==> config.mk <==
export PLATFORM = sky130hd
export DESIGN_NAME = alu_secuencial
export DESIGN_NICKNAME = d
export VERILOG_FILES = /design/src/rtl/alu_secuencial.sv
export SDC_FILE = /design/constraint.sdc
export NUM_CORES = 1
export LEC_CHECK = 0
export ABC_CLOCK_PERIOD_IN_PS = 2800
export BUFFER_PORTS_ARGS = -buffer_cell sky130_fd_sc_hd__buf_2
export CORE_MARGIN = 2
export CORE_UTILIZATION = 60
export CTS_BUF_LIST = sky130_fd_sc_hd__clkbuf_16
export DETAILED_ROUTE_END_ITERATION = 10
export PLACE_DENSITY = 0.81
export REMOVE_ABC_BUFFERS = 1
export SYNTH_ARGS = -nofsm -noshare
export SYNTH_HDL_FRONTEND = slang
export SYNTH_SLANG_ARGS = --single-unit
==> constraint.sdc <==
create_clock -name clk -period 2.8 [get_ports clk]
set_input_delay 0.14 -clock clk [delete_from_list [all_inputs] [get_ports clk]]
set_output_delay 0.14 -clock clk [all_outputs]
set_load 0.1 [all_outputs]
==> src/rtl/alu_secuencial.sv <==
// -----------------------------------------------------------------------------
// alu_secuencial
//
// Multicycle ALU with a start/done handshake and registered outputs.
// It supports add, subtract, multiply, divide, modulo, AND, OR, XOR and
// logical shifts left and right. The flags are N, Z, C and V.
// Multiply, divide and modulo are computed iteratively, one bit per cycle,
// so the block needs no wide combinational multiplier or divider.
//
// Ports
//   clk        : rising-edge clock
//   reset      : synchronous, active-high reset
//   inicio     : request strobe, accepted only while ocupado = 0
//   operandoA  : operand A (W bits; unsigned for mul/div/mod)
//   operandoB  : operand B (W bits; also the shift amount)
//   seleccion  : opcode
//                0 add, 1 sub, 2 mul, 3 div, 4 mod,
//                5 AND, 6 OR, 7 XOR, 8 shl, 9 shr
//                10-15 return 0
//   ocupado    : high while an accepted operation is in flight
//   listo      : one-cycle pulse; resultado and the flags are valid from here
//   resultado  : registered result, held until the next listo
//   N, Z, C, V : registered flags, updated together with resultado
//   divCero    : (only with ALU_DIV_CERO_EN) division-by-zero indicator
//
// Build option
//   ALU_DIV_CERO_EN : when defined, div/mod by zero finishes in one step.
//                     The result is 0, Z = 1 and the extra output divCero = 1.
//                     When undefined, the divider produces its natural result:
//                     quotient = all ones and remainder = A.
// -----------------------------------------------------------------------------
module alu_secuencial #(
   parameter int ancho = 3
) (
   input  logic             clk,
   input  logic             reset,
   input  logic             inicio,
   input  logic [ancho:0]   operandoA,
   input  logic [ancho:0]   operandoB,
   input  logic [3:0]       seleccion,
   output logic             ocupado,
   output logic             listo,
   output logic [ancho:0]   resultado,
   output logic             N,
   output logic             Z,
   output logic             C,
   output logic             V
`ifdef ALU_DIV_CERO_EN
   ,
   output logic             divCero
`endif
);

   localparam int W  = ancho + 1;
   localparam int CW = (W > 1) ? $clog2(W) : 1;

   localparam logic [1:0] REPOSO  = 2'd0;
   localparam logic [1:0] CALCULO = 2'd1;
   localparam logic [1:0] FIN     = 2'd2;

   localparam logic [3:0] OP_SUMA  = 4'd0;
   localparam logic [3:0] OP_RESTA = 4'd1;
   localparam logic [3:0] OP_MULT  = 4'd2;
   localparam logic [3:0] OP_DIV   = 4'd3;
   localparam logic [3:0] OP_MOD   = 4'd4;
   localparam logic [3:0] OP_AND   = 4'd5;
   localparam logic [3:0] OP_OR    = 4'd6;
   localparam logic [3:0] OP_XOR   = 4'd7;
   localparam logic [3:0] OP_SHL   = 4'd8;
   localparam logic [3:0] OP_SHR   = 4'd9;

   // State and latched request
   logic [1:0]    estado_q, estado_d;
   logic [CW-1:0] cnt_q, cnt_d;
   logic [W-1:0]  a_q, a_d;
   logic [W-1:0]  b_q, b_d;
   logic [3:0]    op_q, op_d;

   // Shared iteration datapath.
   // For multiply, {acc, low} is the 2W-bit product register.
   // For divide, acc is the partial remainder and low shifts the dividend
   // out while the quotient bits shift in.
   logic [W-1:0]  acc_q, acc_d;
   logic [W-1:0]  low_q, low_d;

   // Registered outputs
   logic [W-1:0]  resultado_q, resultado_d;
   logic          n_q, n_d;
   logic          z_q, z_d;
   logic          c_q, c_d;
   logic          v_q, v_d;
   logic          listo_q, listo_d;
   logic          dz_q, dz_d;

   // Iteration step signals
   logic [W:0]    mult_sum;
   logic [2*W:0]  mult_ext;
   logic [W:0]    div_tmp;
   logic [W:0]    div_diff;
   logic          div_ge;
   logic [W:0]    div_qext;

   // Final-result signals
   logic [W:0]    suma_ext;
   logic [W:0]    resta_ext;
   logic [W-1:0]  res_calc;
   logic          c_calc;
   logic          v_calc;
   logic          dz_calc;

   logic          req_iterativa;

   // Only mul/div/mod go through the iterative state.
   // With the build option enabled, a zero divisor bypasses the divider.
   always_comb begin
      req_iterativa = (seleccion == OP_MULT) || (seleccion == OP_DIV) ||
                      (seleccion == OP_MOD);
`ifdef ALU_DIV_CERO_EN
      if (((seleccion == OP_DIV) || (seleccion == OP_MOD)) && (operandoB == '0)) begin
         req_iterativa = 1'b0;
      end
`endif
   end

   // One shift-add multiply step.
   // The carry out of the add goes into the top bit, and the whole
   // 2W-bit register shifts right by one.
   always_comb begin
      if (low_q[0]) begin
         mult_sum = {1'b0, acc_q} + {1'b0, b_q};
      end else begin
         mult_sum = {1'b0, acc_q};
      end
      mult_ext = {mult_sum, low_q};
   end

   // One restoring-division step.
   // Shift the next dividend bit into the remainder and subtract B if it fits.
   // The compare is done at W+1 bits so the shifted remainder cannot overflow.
   always_comb begin
      div_tmp  = {acc_q, low_q[W-1]};
      div_diff = div_tmp - {1'b0, b_q};
      div_ge   = (div_tmp >= {1'b0, b_q});
      div_qext = {low_q, div_ge};
   end

   assign suma_ext  = {1'b0, a_q} + {1'b0, b_q};
   assign resta_ext = {1'b0, a_q} - {1'b0, b_q};

   // Final result selection, evaluated in FIN from the latched request
   always_comb begin
      res_calc = '0;
      c_calc   = 1'b0;
      v_calc   = 1'b0;
      dz_calc  = 1'b0;
      case (op_q)
         OP_SUMA: begin
            res_calc = suma_ext[W-1:0];
            c_calc   = suma_ext[W];
         end
         OP_RESTA: begin
            // The top bit of the extended difference is the borrow (A < B)
            res_calc = resta_ext[W-1:0];
            c_calc   = resta_ext[W];
         end
         OP_MULT: begin
            res_calc = low_q;
            v_calc   = |acc_q;
         end
         OP_DIV: begin
`ifdef ALU_DIV_CERO_EN
            if (b_q == '0) begin
               dz_calc = 1'b1;
            end else begin
               res_calc = low_q;
            end
`else
            res_calc = low_q;
`endif
         end
         OP_MOD: begin
`ifdef ALU_DIV_CERO_EN
            if (b_q == '0) begin
               dz_calc = 1'b1;
            end else begin
               res_calc = acc_q;
            end
`else
            res_calc = acc_q;
`endif
         end
         OP_AND: res_calc = a_q & b_q;
         OP_OR:  res_calc = a_q | b_q;
         OP_XOR: res_calc = a_q ^ b_q;
         // A logical shift by W or more already yields all zeros
         OP_SHL: res_calc = a_q << b_q;
         OP_SHR: res_calc = a_q >> b_q;
         default: res_calc = '0;
      endcase
   end

   // Next-state logic
   always_comb begin
      estado_d    = estado_q;
      cnt_d       = cnt_q;
      a_d         = a_q;
      b_d         = b_q;
      op_d        = op_q;
      acc_d       = acc_q;
      low_d       = low_q;
      resultado_d = resultado_q;
      n_d         = n_q;
      z_d         = z_q;
      c_d         = c_q;
      v_d         = v_q;
      dz_d        = dz_q;
      listo_d     = 1'b0;

      case (estado_q)
         REPOSO: begin
            if (inicio) begin
               a_d   = operandoA;
               b_d   = operandoB;
               op_d  = seleccion;
               cnt_d = CW'(W - 1);
               acc_d = '0;
               // A is the multiplier for mul and the dividend for div/mod
               low_d = operandoA;
               estado_d = req_iterativa ? CALCULO : FIN;
            end
         end
         CALCULO: begin
            if (op_q == OP_MULT) begin
               acc_d = mult_ext[2*W:W+1];
               low_d = mult_ext[W:1];
            end else begin
               acc_d = div_ge ? div_diff[W-1:0] : div_tmp[W-1:0];
               low_d = div_qext[W-1:0];
            end
            if (cnt_q == '0) begin
               estado_d = FIN;
            end else begin
               cnt_d = cnt_q - 1'b1;
            end
         end
         FIN: begin
            resultado_d = res_calc;
            n_d         = res_calc[W-1];
            z_d         = (res_calc == '0);
            c_d         = c_calc;
            v_d         = v_calc;
            dz_d        = dz_calc;
            listo_d     = 1'b1;
            estado_d    = REPOSO;
         end
         default: begin
            estado_d = REPOSO;
         end
      endcase
   end

   always_ff @(posedge clk) begin
      if (reset) begin
         estado_q    <= REPOSO;
         cnt_q       <= '0;
         a_q         <= '0;
         b_q         <= '0;
         op_q        <= '0;
         acc_q       <= '0;
         low_q       <= '0;
         resultado_q <= '0;
         n_q         <= 1'b0;
         z_q         <= 1'b0;
         c_q         <= 1'b0;
         v_q         <= 1'b0;
         dz_q        <= 1'b0;
         listo_q     <= 1'b0;
      end else begin
         estado_q    <= estado_d;
         cnt_q       <= cnt_d;
         a_q         <= a_d;
         b_q         <= b_d;
         op_q        <= op_d;
         acc_q       <= acc_d;
         low_q       <= low_d;
         resultado_q <= resultado_d;
         n_q         <= n_d;
         z_q         <= z_d;
         c_q         <= c_d;
         v_q         <= v_d;
         dz_q        <= dz_d;
         listo_q     <= listo_d;
      end
   end

   assign ocupado   = (estado_q != REPOSO);
   assign listo     = listo_q;
   assign resultado = resultado_q;
   assign N         = n_q;
   assign Z         = z_q;
   assign C         = c_q;
   assign V         = v_q;
`ifdef ALU_DIV_CERO_EN
   assign divCero   = dz_q;
`else
   // Without the build option, the zero-divisor flag has no output port
   logic dz_unused;
   assign dz_unused = dz_q;
`endif

endmodule

==> metrics.yaml <==
outcome:
  status: "completed"
clock_network:
  hold_buffers: 0
  clk_pin_slew_ns: 0.06
  root_buffer: "clkbuf_16"
  htreeDepth: 2
  postCtsSetupBuffers: 0
  cts_buffers: 5
  cts_sinks: 32
  ctsResizeCount: 0
  clock_latency_ns: 0.28
  clk_path_buf_depth: 2
  cts_tree: "done"
floorplanning:
  die_y_um: 69.1
  core-area_mm2: 0.00403
  die_area_mm2: 0.00478
  rows: 23
  fp.dieW_um: 69.1
  ioPinCount: 25
  initial_utilization_pct: 63.1
worst_hold_path:
  min_to: "b_q[2]$_SDFFE_PP0P_"
  whs_path_depth: 3
  hold_path.class: "in2reg"
  min-delay-start: "operandoB[2]"
yosys:
  syn_area_per_cell_um2: 8.05
  synth-edff-count: 0
  synth_top_area_share_pct: 25.2
  ys.flop_type: "dfxtp_1"
  synth_area_leaders: "dfxtp_1 (25%), ha_1 (10%), nand2_1 (6.6%), a21oi_1 (5.7%), nor2_1 (4.0%)"
  yosysWarnings: 0
  synth_seq_area_share_pct: 25.2
  synth_seq_cells: 32
  synth.distinct_cells: 63
  synth.cell_area_mm2: 0.00254
  synth_top_area_cell: "dfxtp_1"
  syn-instance-count: 316
  async_flop_share_pct: 0
critical_path:
  r2r_end: "Z$_SDFFE_PP0P_"
  worstPathArrival_ns: 2.51
  cp-start-kind: "flip-flop"
  crit_fanout: 6
  path_class: "reg2reg"
  cp-end-kind: "flip-flop"
  cp.required_ns: 2.98
  reg2reg_depth: 9
  r2r-start: "a_q[0]$_SDFFE_PP0P_"
  ff2ff_setup_slack_ns: 0.47
drt:
  firstDrtPassIters: 5
  drc: 0
  routed_wl_um: 6670
  drt-met1-wl_um: 2820
  wl_per_cell_um: 17.3
  routed.top_layer: "met4"
  via_count: 2431
  wl_met2_um: 3060
  vias_per_cell: 6.31
  drtIter0Drc: 306
  wl_met3_um: 638
  final_antenna_net_count: 0
sta:
  finalCritPeriodShare_pct: 83.1
  hold_violations: 0
  skew_ns: 0.00518
  tightest_slew_ns: 0.803
  setup_violations: 0
  fmax_mhz: 430
  min_period_ns: 2.33
  rsz0062_at_grt: "false"
  slew_headroom_pct: 46.4
  slew_violations: 0
  finalSetupTns_ns: 0
cells_and_area:
  final_nets: 374
  drive_gt1_share_pct: 15.8
  diodes: 0
  final_cell_mix: "nand2_1 (45), dfxtp_1 (32), a21oi_1 (29)"
  mostFrequentLayoutCell: "nand2_1"
  area_growth_pct: 9.89
placed_design:
  port_buffers: 24
  gp_congestion: 0.958
  hpwl_um: 4670
pwr:
  sequentialPowerShare_pct: 34.0
  leakage_nw: 1.15
  vdd_ir_drop_max_v: 0.000410
  switching_share_pct: 33.4
  internal_power_mw: 1.04
  clockPowerShare_pct: 40.4
  power_density_mw_per_mm2: 560
  p_comb_share_pct: 25.6
  p_switching_uw: 523
  power_mw: 1.56
grt:
  antenna_found_initial: 0
  grt_pass1_wl_um: 11000
  grt_pass1_vias: 2292
  grtUsageTotal_pct: 28.5
  grt_max_degree: 33
  globalRouteOverflowTotal: 0
job:
  drv_cap: 0
==> routing by layer <==
layer,vias to the layer above,GRT usage (%)
met5,-,0
met1,1119,38.2
met2,126,44.7
li1,1166,-
met4,0,11.3
met3,20,6.14
==> synthesized netlist by cell type (all sizes together), types with 4 or more instances <==
master / count
buf: 15
nand2: 45
a221oi: 4
nor4: 4
nor2b: 5
xnor2: 5
ha: 21
nor3: 9
fa: 4
mux2i: 5
dfxtp: 32
o21ai: 14
nand3: 9
nor2: 28
nand2b: 5
inv: 18
nand3b: 5
clkbuf: 5
a21oi: 32
a211oi: 8
==> worst max-delay path by stage <==
stage	slack [ns]	end	start
after floorplan	0.59	resultado[3]$_SDFFE_PP0P_	b_q[1]$_SDFFE_PP0P_
after global placement	0.56	Z$_SDFFE_PP0P_	a_q[0]$_SDFFE_PP0P_
after detailed placement	0.49	Z$_SDFFE_PP0P_	a_q[0]$_SDFFE_PP0P_
after CTS	0.48	Z$_SDFFE_PP0P_	a_q[0]$_SDFFE_PP0P_
after global routing	0.29	Z$_SDFFE_PP0P_	a_q[0]$_SDFFE_PP0P_
final	0.47	Z$_SDFFE_PP0P_	a_q[0]$_SDFFE_PP0P_
==> per-stage QoR <==
step | hold slack [ns] | area [um^2] | worst slack [ns] | utilization [%] | std cells
finish | 0.0915 | 2800 | 0.472 | 69.4 | 385
global route | 0.120 | 2800 | 0.293 | 69.4 | 385
CTS | 0.0947 | 2800 | 0.482 | 69.4 | 385
detailed placement | 0.388 | 2630 | 0.492 | 65.2 | 377
global placement | 0.382 | 2630 | 0.556 | 65.2 | 377
floorplan | 0.209 | 2390 | 0.593 | - | 296
==> cell families after synthesis <==
logic type               Yosys count  synth area share [%]
buffers and inverters             38                  8.61
multiplexers                       6                  2.41
XOR/XNOR                           5                  1.72
adder cells (fa/ha/maj)           25                  13.5
AND/OR/NAND/NOR                  120                  22.9
AO/OA/AOI/OAI                     90                  25.7
flip-flops                        32                  25.2
==> cell type report <==
type                            instances  area, um^2
Multi-Input combinational cell        246        1680
Tap cell                               50        62.6
Timing Repair Buffer                   31         173
Clock inverter                          3        42.5
Inverter                               18        67.6
Clock buffer                            5         125
Fill cell                             333        1230
Sequential cell                        32         641
==> worst max-delay path, cell delays in order, from the launching register on <==
cell and delay (ns):
dfxtp_1 0.42, inv_1 0.11, ha_1 0.23, fa_1 0.40, or3_1 0.32, a21oi_1 0.18
a211oi_2 0.05, o221ai_2 0.20, nor4_1 0.08, a32o_1 0.23
==> power groups by stage <==
stage / logic [mW] / clock network, mW / registers (mW)
2_1_floorplan: 0.231 / 0 / 0.593
3_3_place_gp: 0.383 / 0 / 0.537
3_5_place_dp: 0.392 / 0 / 0.539
4_1_cts: 0.396 / 0.635 / 0.529
5_1_grt: 0.435 / 0.665 / 0.536
6_report: 0.400 / 0.633 / 0.531
==> registers in the layout (all words and copies together), names as in the netlist <==
name / count
low_q: 4
estado_q: 2
Z: 1
b_q: 4
a_q: 4
cnt_q: 2
listo: 1
resultado: 4
acc_q: 4
C: 1
op_q: 4
V: 1
(Power assumes the default switching activity.)
